$ cat src/rtl/router_pkg.sv
// Shared types and constants for the mesh router traffic sources.
// Contents: flit type codes, destination pattern codes, LFSR constants and
// a single-step helper for the 16-bit Galois LFSR.
package router_pkg;

  // Two-bit type field carried in the top bits of every flit.
  typedef enum logic [1:0] {
    BODY   = 2'b00,
    HEAD   = 2'b01,
    TAIL   = 2'b10,
    SINGLE = 2'b11
  } flit_type_e;

  typedef enum logic [1:0] {
    UNIFORM   = 2'd0,
    TRANSPOSE = 2'd1,
    HOTSPOT   = 2'd2,
    FIXED     = 2'd3
  } traffic_mode_e;

  localparam logic [15:0] LFSR_MASK         = 16'hB400;
  localparam logic [15:0] LFSR_DEFAULT_SEED = 16'hACE1;

  // Right-shifting Galois step: the bit falling out of bit 0 folds the mask back in.
  function automatic logic [15:0] lfsr_step(input logic [15:0] s);
    return {1'b0, s[15:1]} ^ (s[0] ? LFSR_MASK : 16'h0000);
  endfunction

endpackage

$ cat src/rtl/tg_lfsr16.sv
// 16-bit Galois LFSR used as the random source of the traffic generator.
// Ports:
//   clk     - clock
//   reset   - synchronous active-high reset, loads the seed
//   en_i    - advance the LFSR by one step this cycle
//   state_o - current 16-bit LFSR state
module tg_lfsr16
  import router_pkg::*;
#(
  parameter logic [15:0] SEED = LFSR_DEFAULT_SEED
) (
  input  logic        clk,
  input  logic        reset,
  input  logic        en_i,
  output logic [15:0] state_o
);

  // An all-zero state would lock the LFSR, so a zero seed falls back to the default.
  localparam logic [15:0] SeedEff = (SEED == 16'h0000) ? LFSR_DEFAULT_SEED : SEED;

  logic [15:0] lfsr_d, lfsr_q;

  always_comb begin
    lfsr_d = lfsr_q;
    if (en_i) begin
      lfsr_d = lfsr_step(lfsr_q);
    end
  end

  always_ff @(posedge clk) begin
    if (reset) begin
      lfsr_q <= SeedEff;
    end else begin
      lfsr_q <= lfsr_d;
    end
  end

  assign state_o = lfsr_q;

endmodule

$ cat src/rtl/traffic_gen_param.sv
// Synthetic-traffic source for the LOCAL port of one mesh router.
// Injects PKT_LEN-flit packets under on/off flow control with a configurable
// injection rate, destination pattern and packet budget.
// Ports:
//   clk            - clock
//   reset          - synchronous active-high reset
//   i_start        - level, high permits new packets
//   i_send         - router can accept a flit this cycle
//   o_flit         - current flit
//   o_transmit     - o_flit valid
//   o_busy         - packet in progress
//   o_done         - packet budget exhausted
//   o_pkts_sent    - completed packets (saturating)
//   o_flits_sent   - transferred flits (saturating)
//   o_stall_cycles - cycles offering a flit that the router refused (saturating)
module traffic_gen_param
  import router_pkg::*;
#(
  parameter int unsigned ROWS     = 4,
  parameter int unsigned COLUMNS  = 4,
  parameter int unsigned XADDR    = 0,
  parameter int unsigned YADDR    = 0,
  parameter int unsigned FLIT_W   = 32,
  parameter int unsigned PKT_LEN  = 4,
  parameter int unsigned INJ_RATE = 64,
  parameter int unsigned MODE     = 0,
  parameter int unsigned HOT_X    = 0,
  parameter int unsigned HOT_Y    = 0,
  parameter int unsigned MAX_PKTS = 0,
  parameter logic [15:0] SEED     = 16'hACE1
) (
  input  logic              clk,
  input  logic              reset,
  input  logic              i_start,
  input  logic              i_send,
  output logic [FLIT_W-1:0] o_flit,
  output logic              o_transmit,
  output logic              o_busy,
  output logic              o_done,
  output logic [31:0]       o_pkts_sent,
  output logic [31:0]       o_flits_sent,
  output logic [31:0]       o_stall_cycles
);

  localparam int unsigned XW  = (ROWS > 1) ? $clog2(ROWS) : 1;
  localparam int unsigned YW  = (COLUMNS > 1) ? $clog2(COLUMNS) : 1;
  localparam int unsigned IdW = FLIT_W - 2 - 2 * XW - 2 * YW;

  localparam logic [XW-1:0] SrcX    = XW'(XADDR);
  localparam logic [YW-1:0] SrcY    = YW'(YADDR);
  localparam logic [XW-1:0] HotX    = XW'(HOT_X);
  localparam logic [YW-1:0] HotY    = YW'(HOT_Y);
  localparam logic [8:0]    RateThr = 9'(INJ_RATE);
  localparam logic [7:0]    LastSeq = 8'(PKT_LEN - 1);
  localparam logic [1:0]    ModeSel = 2'(MODE);

  typedef enum logic [2:0] {StIdle, StWait, StHead, StBody, StDone} state_e;

  state_e      state_d, state_q;
  logic        start_q;
  logic [XW-1:0] dest_x_d, dest_x_q;
  logic [YW-1:0] dest_y_d, dest_y_q;
  logic [15:0] pkt_id_d, pkt_id_q;
  logic [7:0]  seq_d, seq_q;
  logic [31:0] pkts_d, pkts_q, flits_d, flits_q, stall_d, stall_q;

  logic [15:0] lfsr;
  logic        lfsr_en;

  tg_lfsr16 #(
    .SEED(SEED)
  ) u_lfsr (
    .clk    (clk),
    .reset  (reset),
    .en_i   (lfsr_en),
    .state_o(lfsr)
  );

  assign lfsr_en = (state_q != StIdle) && (state_q != StDone);

  // Candidate destination from the random byte; the y draw uses a nibble rotate
  // so x and y are not trivially correlated.
  logic [7:0]    rnd, rnd_rot;
  logic [XW-1:0] cand_x;
  logic [YW-1:0] cand_y;
  logic          inject, self_dest;

  assign rnd     = lfsr[15:8];
  assign rnd_rot = {rnd[3:0], rnd[7:4]};

  always_comb begin
    cand_x = XW'(32'(rnd) % ROWS);
    cand_y = YW'(32'(rnd_rot) % COLUMNS);
    case (traffic_mode_e'(ModeSel))
      TRANSPOSE: begin
        cand_x = XW'(YADDR);
        cand_y = YW'(XADDR);
      end
      HOTSPOT: begin
        if (rnd[1:0] == 2'b00) begin
          cand_x = HotX;
          cand_y = HotY;
        end
      end
      FIXED: begin
        cand_x = HotX;
        cand_y = HotY;
      end
      default: ;
    endcase
  end

  // 9-bit compare makes INJ_RATE=256 always true and 0 always false.
  assign inject    = ({1'b0, lfsr[7:0]} < RateThr);
  assign self_dest = (cand_x == SrcX) && (cand_y == SrcY);

  logic xfer, last_flit, pkt_done, budget_hit, load_dest;
  state_e after_pkt;

  assign xfer       = o_transmit && i_send;
  assign last_flit  = (state_q == StHead) ? (PKT_LEN == 1) : (seq_q == LastSeq);
  assign pkt_done   = xfer && last_flit;
  assign budget_hit = (MAX_PKTS != 0) && ((pkts_q + 32'd1) == 32'(MAX_PKTS));
  assign after_pkt  = budget_hit ? StDone : (start_q ? StWait : StIdle);
  assign load_dest  = (state_q == StWait) && start_q && inject && !self_dest;

  always_ff @(posedge clk) begin
    if (reset) begin
      state_q <= StIdle;
    end else begin
      state_q <= state_d;
    end
  end

  always_comb begin
    state_d = state_q;
    unique case (state_q)
      StIdle: if (start_q) state_d = StWait;
      StWait: begin
        if (!start_q) begin
          state_d = StIdle;
        end else if (load_dest) begin
          state_d = StHead;
        end
      end
      StHead, StBody: begin
        if (pkt_done) begin
          state_d = after_pkt;
        end else if (xfer) begin
          state_d = StBody;
        end
      end
      StDone: state_d = StDone;
      default: state_d = StIdle;
    endcase
  end

  always_comb begin
    o_transmit = 1'b0;
    o_busy     = 1'b0;
    o_done     = 1'b0;
    o_flit     = '0;
    unique case (state_q)
      StHead: begin
        o_transmit = 1'b1;
        o_busy     = 1'b1;
        o_flit     = {(PKT_LEN == 1) ? SINGLE : HEAD, dest_x_q, dest_y_q, SrcX, SrcY,
                      IdW'(pkt_id_q)};
      end
      StBody: begin
        o_transmit = 1'b1;
        o_busy     = 1'b1;
        o_flit[FLIT_W-1 -: 2]  = last_flit ? TAIL : BODY;
        o_flit[FLIT_W-3 -: 8]  = pkt_id_q[7:0];
        o_flit[FLIT_W-11 -: 8] = seq_q;
      end
      StDone: o_done = 1'b1;
      default: ;
    endcase
  end

  always_comb begin
    dest_x_d = dest_x_q;
    dest_y_d = dest_y_q;
    pkt_id_d = pkt_id_q;
    seq_d    = seq_q;
    pkts_d   = pkts_q;
    flits_d  = flits_q;
    stall_d  = stall_q;
    if (load_dest) begin
      dest_x_d = cand_x;
      dest_y_d = cand_y;
    end
    if (xfer) begin
      seq_d   = (state_q == StHead) ? 8'd1 : seq_q + 8'd1;
      flits_d = (flits_q == '1) ? flits_q : flits_q + 32'd1;
    end
    if (pkt_done) begin
      seq_d    = '0;
      pkt_id_d = pkt_id_q + 16'd1;
      pkts_d   = (pkts_q == '1) ? pkts_q : pkts_q + 32'd1;
    end
    if (o_transmit && !i_send) begin
      stall_d = (stall_q == '1) ? stall_q : stall_q + 32'd1;
    end
  end

  always_ff @(posedge clk) begin
    if (reset) begin
      start_q  <= 1'b0;
      dest_x_q <= '0;
      dest_y_q <= '0;
      pkt_id_q <= '0;
      seq_q    <= '0;
      pkts_q   <= '0;
      flits_q  <= '0;
      stall_q  <= '0;
    end else begin
      start_q  <= i_start;
      dest_x_q <= dest_x_d;
      dest_y_q <= dest_y_d;
      pkt_id_q <= pkt_id_d;
      seq_q    <= seq_d;
      pkts_q   <= pkts_d;
      flits_q  <= flits_d;
      stall_q  <= stall_d;
    end
  end

  assign o_pkts_sent    = pkts_q;
  assign o_flits_sent   = flits_q;
  assign o_stall_cycles = stall_q;

endmodule

$ cat config.mk
export PLATFORM = sky130hd
export DESIGN_NAME = traffic_gen_param
export DESIGN_NICKNAME = d
export VERILOG_FILES = /design/src/rtl/router_pkg.sv /design/src/rtl/tg_lfsr16.sv /design/src/rtl/traffic_gen_param.sv
export SDC_FILE = /design/constraint.sdc
export NUM_CORES = 1
export LEC_CHECK = 0
export CORE_ASPECT_RATIO = 2
export CORE_MARGIN = 3
export CORE_UTILIZATION = 50
export DETAILED_ROUTE_END_ITERATION = 8
export HOLD_SLACK_MARGIN = 0.15
export PLACE_DENSITY = 0.86
export SKIP_CTS_REPAIR_TIMING = 1
export SLEW_MARGIN = 30
export SYNTH_ARGS = -nofsm -noshare
export SYNTH_HDL_FRONTEND = slang
export SYNTH_SLANG_ARGS = --single-unit
$ cat constraint.sdc
create_clock -name clk -period 4.9 [get_ports clk]
set_input_delay 0.98 -clock clk [delete_from_list [all_inputs] [get_ports clk]]
set_output_delay 0.98 -clock clk [all_outputs]
set_load 0.05 [all_outputs]
# Yosys cells after proc, flatten, opt, wreduce, memory -nomap -nowiden
# Cells that the tools add are included.
[word_totals] ff_bits=144 latchBits=0 ram_bits=0 romBits=0 wordCells=67 mem_count=0
[op_classes] add_sub_neg=5 n_mul=0 n_div=0 order_cmp=1 eq_ne=12 shifts=0 n_mux=15 bitwise_logic=4 n_reduce_logical=20
[ops] operator="32-bit by 1-bit adder with 32-bit output (second input constant)" n=3
[ops] operator="32-bit == test (second input constant)" n=3
[ops] operator="18-bit case mux with 2 select lines" n=1
[ops] operator="16-bit by 1-bit adder with 16-bit output (second input constant)" n=1
[ops] operator="16-bit two-way mux" n=1
[ops] operator="15-bit by 16-bit XOR with 16-bit output" n=1
[ops] operator="3-bit two-way mux" n=5
[ops] operator="14-bit two-way mux" n=1
[ops] operator="3-bit case mux with 4 select lines" n=1
[ops] operator="8-bit by 1-bit adder with 8-bit output (second input constant)" n=1
[ops] operator="8-bit by 2-bit == test with 1-bit output (second input constant)" n=1
[ops] operator="1-bit logical AND" n=8
[ops] operator="8-bit by 7-bit less-than comparator with 1-bit output (second input constant)" n=1
[ops] operator="8-bit two-way mux" n=1
[ops] operator="3-bit by 2-bit == test with 1-bit output (second input constant)" n=2
[ops] operator="3-bit != test (second input constant)" n=2
[ops] operator="2-bit AND reduction" n=3
[ops] operator="2-bit logical NOT" n=2
[ops] operator="1-bit two-way mux" n=4
[ops] operator="2-bit OR reduction" n=2
[ops] operator="3-bit by 1-bit == test with 1-bit output (second input constant)" n=1
[ops] operator="3-bit == test (second input constant)" n=1
[ops] operator="3-bit logical NOT" n=1
[ops] operator="3-bit by 1-bit != test with 1-bit output (second input constant)" n=1
[ops] operator="other kinds (6)" n=9

# Longest topological paths before layout
# Gate-level depths: netlist of run 1.
[depth] ltp_word=7 mapped_depth=9 depth_no_buf=6

# Cells and area by module
# From an unflattened synthesis of run 1, not the netlist that was laid out.
[hier_totals] cells_unflattened=845 area_unflattened_um2=7158.1
[by_module_without_submodules] module="traffic_gen_param" n_inst=1 cells_per_inst=789 area_per_inst_um2=6528.8 seq_area_each_um2=2562.5
[by_module_without_submodules] module="tg_lfsr16" n_inst=1 cells_per_inst=56 area_per_inst_um2=629.4 seq_area_each_um2=320.3

# Least setup slack after synthesis of run 1
# No wires, ideal clock.
[synth_path] path_type="reg2out" start="register state_q[2]" end="output port o_flit[10]" arrival_time_ps=2057 t_required_ps=3920 slack_ps=1863 path_stages_with_launch=7 cell_sequence="dfxtp_1 > buf_2 > nand2b_1 > clkbuf_1 > nor2_1 > clkbuf_1 > and2_1"
[synth_via] elab_chain_len=2
[synth_lines] element="from (decl)" line="traffic_gen_param.sv:59" rtl="state_e state_d, state_q;"
[synth_lines] element="from (signal assigned)" line="traffic_gen_param.sv:129" rtl="state_q <= StIdle;"
[synth_lines] element="from (signal assigned)" line="traffic_gen_param.sv:131" rtl="state_q <= state_d;"
[synth_lines] element="3-bit by 2-bit == test with 1-bit output" line="traffic_gen_param.sv:163" rtl="unique case (state_q)"
[synth_lines] element="14-bit two-way mux" line="traffic_gen_param.sv:163"
[synth_lines] element="to (decl)" line="traffic_gen_param.sv:36" rtl="output logic [FLIT_W-1:0] o_flit,"
# No other way between the ends.

# Worst setup path after layout of run 1
[layout_path] start="register state_q[1]" end="output port o_flit[1]"
# Same word-level chain as after synthesis.

==> results of run 1 <==
-- area by class of cell --
class                           instances  area, sq um  area share (%)
Clock buffer                           21          470            5.04
Clock inverter                         11          154            1.65
Sequential cell                       144         2880            30.9
Timing Repair Buffer                  142         1400            15.0
Multi-Input combinational cell        672         4120            44.2
Inverter                               15         56.3           0.604
Tap cell                              189          236            2.54
-- sequential cells by signal (all words and copies together), names as in the netlist --
name and cells:
seq_q 8, u_lfsr.state_o 16, state_q 3, o_stall_cycles 32, dest_x_q 2, dest_y_q 2, o_pkts_sent 32, o_flits_sent 32
pkt_id_q 16, start_q 1
-- logic make-up after synthesis --
family	after synthesis	synth area share, %
buffers and inverters	66	3.72
DFF	144	39.7
AOI/OAI and AO/OA	173	14.2
and+or+nand+nor	437	33.7
muxes	26	4.00
xor gates and xnor gates	31	3.74
adders and majority gates	5	0.862
-- worst min-delay path, cell delays in order, from the launching register on --
cell                      delay [ns]
sky130_fd_sc_hd__dfxtp_1        0.31
sky130_fd_sc_hd__nand2_1        0.05
sky130_fd_sc_hd__a21oi_1        0.05
-- cells in the mapped netlist, types with 16 or more instances --
| master | instances | area (sq um) |
|---|---|---|
| sky130_fd_sc_hd__nor2b_1 | 19 | 119 |
| sky130_fd_sc_hd__nand3_1 | 34 | 170 |
| sky130_fd_sc_hd__nand4_1 | 32 | 200 |
| sky130_fd_sc_hd__and2_1 | 30 | 188 |
| sky130_fd_sc_hd__dfxtp_1 | 144 | 2880 |
| sky130_fd_sc_hd__or3_1 | 40 | 250 |
| sky130_fd_sc_hd__a21oi_1 | 78 | 390 |
| sky130_fd_sc_hd__and4_1 | 17 | 149 |
| sky130_fd_sc_hd__xor2_1 | 16 | 140 |
| sky130_fd_sc_hd__clkbuf_1 | 33 | 124 |
| sky130_fd_sc_hd__o21ai_0 | 39 | 195 |
| sky130_fd_sc_hd__or4_1 | 29 | 218 |
| sky130_fd_sc_hd__nor2_1 | 79 | 297 |
| sky130_fd_sc_hd__nand2_1 | 83 | 312 |
| sky130_fd_sc_hd__o31ai_1 | 27 | 203 |
-- power breakdown --
part,switching [uW],internal (uW)
clock,514,847
combinational,30.8,13.6
sequential,6.58,1180
total,552,2040
-- worst max path at each step --
| stage | cells after the start | from | endpoint | slack (ns) |
|---|---|---|---|---|
| floorplan | 6 | state_q[2] | o_flit[10] | 1.86 |
| global placement | 6 | i_send | o_flits_sent[27] | 1.27 |
| detailed placement | 5 | i_send | o_pkts_sent[26] | 1.20 |
| CTS | 4 | state_q[1] | o_flit[1] | 0.94 |
| global route | 4 | state_q[1] | o_flit[13] | 0.74 |
| finish | 4 | state_q[1] | o_flit[1] | 0.90 |
-- per-layer routing --
metal  part of all wire [%]  track usage, %  up-vias  wire [microns]
met5                      0               0        -               0
met4                    3.5            11.5        0             674
met3                    4.1            4.26       49             778
met2                     55            45.9      197           10600
met1                     37            24.2     3384            7150
li1                       -               -     3452               -
-- per-stage QoR --
stage | instances | util, % | power (uW) | hold WS (ns) | worst slack [ns]
after floorplan | 882 | - | 1240 | 0.432 | 1.86
after global placement | 1162 | 61.8 | 1250 | 0.441 | 1.27
after detailed placement | 1162 | 61.9 | 1250 | 0.447 | 1.20
after CTS | 1194 | 66.3 | 2600 | 0.455 | 0.940
after global routing | 1194 | 66.4 | 2660 | 0.480 | 0.743
final | 1194 | 66.4 | 2590 | 0.456 | 0.899
==> results.env, run 1 <==
R2R_SETUP_SLACK_NS=1.82
INPUT_OUTPUT_BUFFERS=134
POST_SYNTH.CELL_AREA_AVG_SQ_UM=8.23
R2R_START='state_q[0]'
FIRST_GLOBAL_VIAS=6673
YOSYS_MOST_USED_DFF='sky130_fd_sc_hd__dfxtp_1'
GRT_SETUP_UNREPAIRED='false'
PROPORTION_OF_SYNTHESIZED_CHIP_AREA_IN_SEQUENTIAL_CELLS_PCT=39.7
DETAILED_PLACE_HPWL_MICRONS=13800
CORE-AREA_SQ_MM=0.0140
SYNTH_ASYNC_SR_FLOP_SHARE_PCT=0
SYNTH_SEQ_CELLS=144
WORST_SETUP_HOLD_PATH_CLK_SLEW_NS=0.06
RUN_STATUS='finished clean'
VIA_PER_INST=5.93
YOSYS_WARNINGS=0
GR_OVERFLOW_TOTAL=0
MAPPEDNETLISTAREA_SQ_MM=0.00726
SYNTH.DISTINCT_CELLS=63
NUMBER_OF_ENABLE_FLIP_FLOP_CELLS_AFTER_SYNTHESIS=0
POST_SYNTHESIS_INSTANCE_TOTAL=882
CTS_TREE='built'
DIE_X_MICRONS=91.2
FIRSTDRTPASSITERS=5
DR_TOTAL_VIAS=7082
DIE_H_MICRONS=176
CLOCK.FMAX_GHz=0.250
TOTAL_COUNT_OF_HOLD_CHECK_FAILURES_IN_THE_FINAL_REPORT=0
CRITICAL-PATH-SLOWEST-CELL='sky130_fd_sc_hd__clkdlybuf4s50_1'
WORST_PATH_DOMINANT_CELL_FAMILY='simple AND/OR/NAND/NOR gates'
CRITICAL_PATH_CLASS='flip-flop to output port'
TIMING.CRITICAL_PATH.FANOUT_MAX=16
ROUTABILITYCONGESTION=0.853
IR_DROP_uV=226
NUMCLOCKSINKS=144
DRTITER0DRC=379
HOLD-PATH-ENDPOINT='u_lfsr.state_o[1]'
SHARE_OF_THE_CLOCK_PERIOD_USED_BY_THE_WORST_PATH_PCT=81.7
FINALINSTANCEAREA_SQ_MM=0.00933
CP_CELL_SEQUENCE='nand2b_1 > nor2_1 > and2_1 > clkdlybuf4s50_1'
HP-CLASS='flip-flop to flip-flop'
TIGHTEST_SLEW_NS=0.902
POWER-PER-CELL-AREA_mW_PER_MM2=278
N_FILL_CELL=1216
MAX_SLEW_VIOLATIONS=0
SKEW_PAIR_LATE_INSERTION_DELAY_NS=0.41
DESIGN.DIE.AREA_SQ_MM=0.0161
POST-ROUTE-DRC-COUNT=0
GRT_PASS1_WL_MICRONS=31700
NUM_ROWS=61
CLOCK-ROOT-BUFFER='sky130_fd_sc_hd__clkbuf_16'
GRT_START_MAX_NET_PINS=103
AREAGROWTHSYNTHTOFINISH_PCT=28.5
MAX_INCR_DELAY_ON_CP_NS=0.81
ROUTE.ANTENNA.REMAINING_NETS=0
SKEW_NS=0.00887
WORST-ENDPOINT-REQUIRED_NS=3.92
AVGROUTEDWIREPERCELL_MICRONS=16.1
POWER.LEAKAGE_uW=0.00298
DESIGN.FINAL.NETS=1001
FLOORPLAN.INITIALDENSITY_PCT=51.7
CTS_BUFFERS=17
MAXSLEWHEADROOM_PCT=39.7
LAYOUT.CELLS.MOST_COMMON='sky130_fd_sc_hd__dfxtp_1'
CRITICAL_PATH_BUF_INV_COUNT=1
TOTAL_ROUTING_USAGE_GR_PCT=23.9
WL_MICRONS=19200
DIODES=0
R2R.WORST_PATH.CELLS=5
LAYOUT_COMMON_CELLS='144 x sky130_fd_sc_hd__dfxtp_1, 133 x sky130_fd_sc_hd__clkdlybuf4s50_1, 83 x sky130_fd_sc_hd__nand2_1'
CLOCK_TREE.BUFFER_DEPTH=2
FIN_TNS_SETUP_NS=0
CRITPATHARRIVALTIME_NS=3.02
TOP_LEVEL_PORTS=135
PERIOD_MINUS_WS_FINAL_NS=4.00
SYNTH_FP_NETS=891
WORSTHOLDPATHCELLS=2
ANTENNA_VIOLATIONS_BEFORE_REPAIR=0
SETUP_VIOLATIONS=0
SETUP.WORST_PATH.END_CLASS='output port'
FRACTION_OF_FINAL_LAYOUT_CELLS_SIZED_BEYOND_DRIVE_STRENGTH_1_PCT=6.77
R2R-END='o_pkts_sent[26]'
PLACEMENT.CELL_AREA_SQ_MM=0.00869
WORSTHOLDSTART='u_lfsr.state_o[1]'
START_KIND='flip-flop'
CTS.HTREE.LEVELS=4
REPORTED_MAX_CAP_VIOLATION_COUNT=0
Note: power is estimated with default switching activity, not from simulation.
==> inputs of run 2 (changes only) <==
==> constraint.sdc (replaced) <==
create_clock -name clk -period 3.75 [get_ports clk]
set_input_delay 0.75 -clock clk [delete_from_list [all_inputs] [get_ports clk]]
set_output_delay 0.75 -clock clk [all_outputs]
set_load 0.05 [all_outputs]
==> results.env, run 2 (synthesized netlist as in run 1, its figures left out) <==
DR_TOTAL_VIAS=7030
CTS_TREE='built'
RUN_STATUS='finished clean'
GRT_PASS1_WL_MICRONS=31200
VIA_PER_INST=5.86
CRIT_PATH_END='o_flit[13]'
WORST_SETUP_HOLD_PATH_CLK_SLEW_NS=0.06
LOGIC_GATE_SHARE_OF_TOTAL_POWER_PCT=1.9
REPORTED_MAX_CAP_VIOLATION_COUNT=0
AVGROUTEDWIREPERCELL_MICRONS=15.8
POST-ROUTE-DRC-COUNT=0
CTS_BUFFERS=17
FIN_TNS_SETUP_NS=0
PRECTSSETUPSLACK_NS=0.582
SEQUENTIAL_CELL_AREA_SQ_MM=0.00288
CRITICAL-PATH-SLOWEST-CELL='sky130_fd_sc_hd__clkdlybuf4s50_1'
LAYOUT.CELLS.MOST_COMMON='sky130_fd_sc_hd__dfxtp_1'
NUM_ROWS=61
GR_OVERFLOW_TOTAL=0
ROUTE.ANTENNA.REMAINING_NETS=0
CLOCK-ROOT-BUFFER='sky130_fd_sc_hd__clkbuf_16'
POWER-PER-CELL-AREA_mW_PER_MM2=348
CORE-AREA_SQ_MM=0.0140
POWER_FRAC_SEQ_PCT=47.7
DIODES=0
N_FILL_CELL=1213
DETAILED_PLACE_HPWL_MICRONS=13800
MAX_SLEW_VIOLATIONS=0
SKEW_NS=0.0105
POWER.LEAKAGE_uW=0.00299
DIE_H_MICRONS=176
AREAGROWTHSYNTHTOFINISH_PCT=28.2
ANTENNA_VIOLATIONS_BEFORE_REPAIR=0
SETUP.WORST_PATH.END_CLASS='output port'
R2R-END='o_pkts_sent[26]'
ROUTABILITYCONGESTION=0.853
FINAL_CELL_COUNT_NO_FILL=1199
CLOCK_TREE.BUFFER_DEPTH=2
FIRST_GLOBAL_VIAS=6804
R2R_START='seq_q[0]'
CRIT_START='state_q[1]'
GRT_START_MAX_NET_PINS=99
CRITICAL_PATH_CLASS='flip-flop to output port'
TIMING.CRITICAL_PATH.FANOUT_MAX=15
NETSWITCHINGPOWER_uW=704
MAX_INCR_DELAY_ON_CP_NS=0.82
TOTAL_ROUTING_USAGE_GR_PCT=23.4
GRT_SETUP_UNREPAIRED='false'
TOTAL_COUNT_OF_HOLD_CHECK_FAILURES_IN_THE_FINAL_REPORT=0
PLACEMENT.CELL_AREA_SQ_MM=0.00873
FRACTION_OF_FINAL_LAYOUT_CELLS_SIZED_BEYOND_DRIVE_STRENGTH_1_PCT=7.13
SHARE_OF_THE_CLOCK_PERIOD_USED_BY_THE_WORST_PATH_PCT=89.9
DIE_X_MICRONS=91.2
SKEW_PAIR_LATE_INSERTION_DELAY_NS=0.41
CLOCK.FMAX_GHz=0.297
PLACEDCELLCOUNT=1167
FLOORPLAN.INITIALDENSITY_PCT=51.7
POST-ROUTE-WORST-SETUP-SLACK_NS=0.380
R2R.WORST_PATH.CELLS=6
CP_CELL_SEQUENCE='nand2b_1 > nor2_1 > buf_4 > and2_1 > clkdlybuf4s50_1'
DESIGN.DIE.AREA_SQ_MM=0.0161
LAYOUT_COMMON_CELLS='144 x sky130_fd_sc_hd__dfxtp_1, 133 x sky130_fd_sc_hd__clkdlybuf4s50_1, 83 x sky130_fd_sc_hd__nand2_1'
FINALINSTANCEAREA_SQ_MM=0.00931
HP-CLASS='flip-flop to flip-flop'
START_KIND='flip-flop'
NUMCLOCKSINKS=144
IR_DROP_uV=340
INPUT_OUTPUT_BUFFERS=134
SW_FRAC_OF_TOTAL_PCT=21.7
DESIGN.FINAL.NETS=1006
WL_MICRONS=18900
SETUP_VIOLATIONS=0
CRITPATHARRIVALTIME_NS=2.62
MAXSLEWHEADROOM_PCT=39.5
CLOCK_POWER_SHARE_PCT=50.5
PERIOD_MINUS_WS_FINAL_NS=3.37
INTERNAL_POWER_uW=2540
DRTITER0DRC=369
R2R_SETUP_SLACK_NS=1.19
FIRSTDRTPASSITERS=4
MULTI_INPUT_AREA_SQ_MM=0.00411
TOP_LEVEL_PORTS=135
CTS.HTREE.LEVELS=4
TIGHTEST_SLEW_NS=0.906
WORST-ENDPOINT-REQUIRED_NS=3.00
run 2: worst min-delay path by stage:
| stage | slack [ns] | depth (start not counted) | startpoint | endpoint |
|---|---|---|---|---|
| after floorplan | 0.43 | 2 | u_lfsr.state_o[1] | u_lfsr.state_o[1] |
| after global placement | 0.44 | 2 | u_lfsr.state_o[4] | u_lfsr.state_o[4] |
| after detailed placement | 0.45 | 2 | u_lfsr.state_o[1] | u_lfsr.state_o[1] |
| after CTS | 0.46 | 2 | u_lfsr.state_o[1] | u_lfsr.state_o[1] |
| after global routing | 0.48 | 2 | u_lfsr.state_o[1] | u_lfsr.state_o[1] |
| final | 0.46 | 2 | u_lfsr.state_o[1] | u_lfsr.state_o[1] |
run 2: through the flow:
step,power (uW),utilization [%],hold slack [ns]
after global placement,1640,62.2,0.442
after global routing,3340,66.3,0.481
after detailed placement,1640,62.2,0.448
after floorplan,1620,-,0.432
after CTS,3270,66.3,0.460
final,3240,66.3,0.456
run 2: power by group through the flow:
| stage | Combinational (uW) | Clock, uW | Sequential, uW |
|---|---|---|---|
| 2_1_floorplan | 47.7 | 0 | 1580 |
| 3_3_place_gp | 58.8 | 0 | 1580 |
| 3_5_place_dp | 59.9 | 0 | 1580 |
| 4_1_cts | 60.4 | 1660 | 1550 |
| 5_1_grt | 67.9 | 1720 | 1550 |
| 6_report | 60.2 | 1640 | 1550 |
run 2: final cells by class:
| cell class | count | share of cell area, % |
|---|---|---|
| multi-input combinational | 672 | 44.1 |
| sequential | 144 | 31.0 |
| timing repair buffer | 147 | 15.6 |
| clock buffer | 19 | 4.65 |
| tap | 189 | 2.54 |
| clock inverter | 13 | 1.52 |
| inverter | 15 | 0.605 |
run 2: worst max-delay path: cells and delay by family (launching register included):
kind | cells | cell delay [ns]
flops | 1 | 0.55
simple gates | 3 | 0.62
buf+inv | 2 | 1.03
run 2: layer usage:
metal | GRT usage (%) | routed length [microns] | vias up
met5 | 0 | 0 | -
met4 | 13.1 | 753 | 0
met3 | 4.31 | 828 | 55
met2 | 45.0 | 10400 | 182
met1 | 22.9 | 6950 | 3344
li1 | - | - | 3449
==> inputs of run 3 (changes only) <==
--- a/config.mk
+++ b/config.mk
@@ -9,8 +9,9 @@
 export CORE_MARGIN = 3
 export CORE_UTILIZATION = 50
 export DETAILED_ROUTE_END_ITERATION = 8
+export DONT_BUFFER_PORTS = 1
 export HOLD_SLACK_MARGIN = 0.15
-export PLACE_DENSITY = 0.86
+export PLACE_DENSITY = 0.74
 export SKIP_CTS_REPAIR_TIMING = 1
 export SLEW_MARGIN = 30
 export SYNTH_ARGS = -nofsm -noshare
==> results.env, run 3 (synthesized netlist as in run 1, its figures left out) <==
POWER-PER-CELL-AREA_mW_PER_MM2=411
TIGHTEST_SLEW_NS=0.996
POWER.LEAKAGE_uW=0.00257
R2R-END='o_stall_cycles[24]'
WL_MICRONS=18300
LAYOUT_COMMON_CELLS='144 x sky130_fd_sc_hd__dfxtp_1, 83 x sky130_fd_sc_hd__nand2_1, 78 x sky130_fd_sc_hd__nor2_1, 78 x sky130_fd_sc_hd__a21oi_1, 40 x sky130_fd_sc_hd__or3_1'
SKEW_NS=0.0113
TOP_LEVEL_PORTS=135
PLACEMENT.CELL_AREA_SQ_MM=0.00744
MAXSLEWHEADROOM_PCT=33.3
TOTAL_ROUTING_USAGE_GR_PCT=22.6
WORSTHOLDPATHCELLS=1
INPUT_OUTPUT_BUFFERS=0
CRITICAL_PATH_CLASS='flip-flop to output port'
DIE_H_MICRONS=176
WORST_PATH_DOMINANT_CELL_FAMILY='simple AND/OR/NAND/NOR gates'
SHARE_OF_THE_CLOCK_PERIOD_USED_BY_THE_WORST_PATH_PCT=80.9
SETUP_VIOLATIONS=0
DR_TOTAL_VIAS=6526
SKEW_PAIR_LATE_INSERTION_DELAY_NS=0.42
ROUTE.ANTENNA.REMAINING_NETS=0
R2R_SETUP_SLACK_NS=0.84
DIE_X_MICRONS=91.2
TOTAL_COUNT_OF_HOLD_CHECK_FAILURES_IN_THE_FINAL_REPORT=0
FINALINSTANCEAREA_SQ_MM=0.00805
IR_DROP_uV=293
CP_CELL_SEQUENCE='nand2b_1 > nor2_2 > and2_1'
CLOCK_TREE.BUFFER_DEPTH=2
CRITICAL_PATH_BUF_INV_COUNT=0
GR_OVERFLOW_TOTAL=0
GRT_PASS1_WL_MICRONS=29900
WORST-ENDPOINT-REQUIRED_NS=3.00
CRITICAL-PATH-SLOWEST-CELL='sky130_fd_sc_hd__and2_1'
RUN_STATUS='finished clean'
NUMCLOCKSINKS=144
CRITPATHARRIVALTIME_NS=2.28
LAYOUT.CELLS.MOST_COMMON='sky130_fd_sc_hd__dfxtp_1'
DIODES=0
PERIOD_MINUS_WS_FINAL_NS=3.03
FLOORPLAN.INITIALDENSITY_PCT=51.7
GRT_START_MAX_NET_PINS=157
REPORTED_MAX_CAP_VIOLATION_COUNT=0
ROUTABILITYCONGESTION=0.833
MAX_SLEW_VIOLATIONS=0
POST-ROUTE-DRC-COUNT=0
N_FILL_CELL=1338
HP-CLASS='input pin to flip-flop'
CORE-AREA_SQ_MM=0.0140
CRIT_START='state_q[1]'
CTS.HTREE.LEVELS=4
CLOCK.FMAX_GHz=0.330
TIMING.CRITICAL_PATH.FANOUT_MAX=16
FIN_TNS_SETUP_NS=0
R2R.WORST_PATH.CELLS=5
FIRSTDRTPASSITERS=4
CTS_BUFFERS=17
CP_NUM_CELLS=3
DETAILED_PLACE_HPWL_MICRONS=12900
FINAL.HOLD.WORST_SLACK_NS=0.401
SETUP.WORST_PATH.END_CLASS='output port'
R2R_START='o_stall_cycles[20]'
MAX_INCR_DELAY_ON_CP_NS=0.55
WORST_SETUP_HOLD_PATH_CLK_SLEW_NS=0.06
AREAGROWTHSYNTHTOFINISH_PCT=10.9
VIA_PER_INST=6.08
DESIGN.DIE.AREA_SQ_MM=0.0161
CLOCK-ROOT-BUFFER='sky130_fd_sc_hd__clkbuf_16'
CRIT_PATH_END='o_flit[13]'
NUM_ROWS=61
POSTLAYOUTCOREUTIL_PCT=57.3
DESIGN.FINAL.NETS=880
START_KIND='flip-flop'
FIRST_GLOBAL_VIAS=6303
CTS_TREE='built'
DRTITER0DRC=280
POWER_uW=3310
FRACTION_OF_FINAL_LAYOUT_CELLS_SIZED_BEYOND_DRIVE_STRENGTH_1_PCT=8.82
ANTENNA_VIOLATIONS_BEFORE_REPAIR=0
AVGROUTEDWIREPERCELL_MICRONS=17.0
GRT_SETUP_UNREPAIRED='false'
-- run 3: power breakdown --
| part | internal, uW | total (uW) | leakage [uW] | switching, uW |
|---|---|---|---|---|
| Sequential | 1540 | 1540 | 0.00116 | 6.75 |
| Clock | 1050 | 1740 | 0.000277 | 684 |
| Combinational | 14.0 | 28.3 | 0.00113 | 14.3 |
| Total | 2600 | 3310 | 0.00257 | 705 |
-- run 3: per-layer routing --
layer  global-route usage [%]  share of wire, %  vias to the layer above  wire length, microns
li1                         -                 -                     3199                     -
met1                     23.0                37                     3109                  6670
met2                     41.8                54                      175                  9870
met3                     6.18               6.1                       43                  1120
met4                     11.3               3.4                        0                   614
met5                        0                 0                        -                     0
-- run 3: cell type report --
class	count	area [sq um]	share of cell area (%)
multi-input combinational	672	4120	51.2
sequential	144	2880	35.8
clock buffer	20	437	5.43
clock inverter	12	160	1.99
tap	189	236	2.94
timing repair buffer	21	158	1.96
inverter	15	56.3	0.700
-- run 3: how the worst min path moves through the flow --
| stage | from | to | slack, ns |
|---|---|---|---|
| 5_1_grt | reset | o_flits_sent[7] | 0.38 |
| 2_1_floorplan | u_lfsr.state_o[1] | u_lfsr.state_o[1] | 0.43 |
| 6_report | reset | o_stall_cycles[16] | 0.40 |
| 3_5_place_dp | u_lfsr.state_o[3] | u_lfsr.state_o[3] | 0.44 |
| 3_3_place_gp | u_lfsr.state_o[3] | u_lfsr.state_o[3] | 0.43 |
| 4_1_cts | reset | o_flits_sent[9] | 0.38 |
-- run 3: through the flow --
step                      std cells  worst slack, ns
final                          1073            0.716
after global routing           1073            0.556
after CTS                      1073            0.718
after detailed placement       1041            0.938
after global placement         1041             1.03
after floorplan                 882            0.943
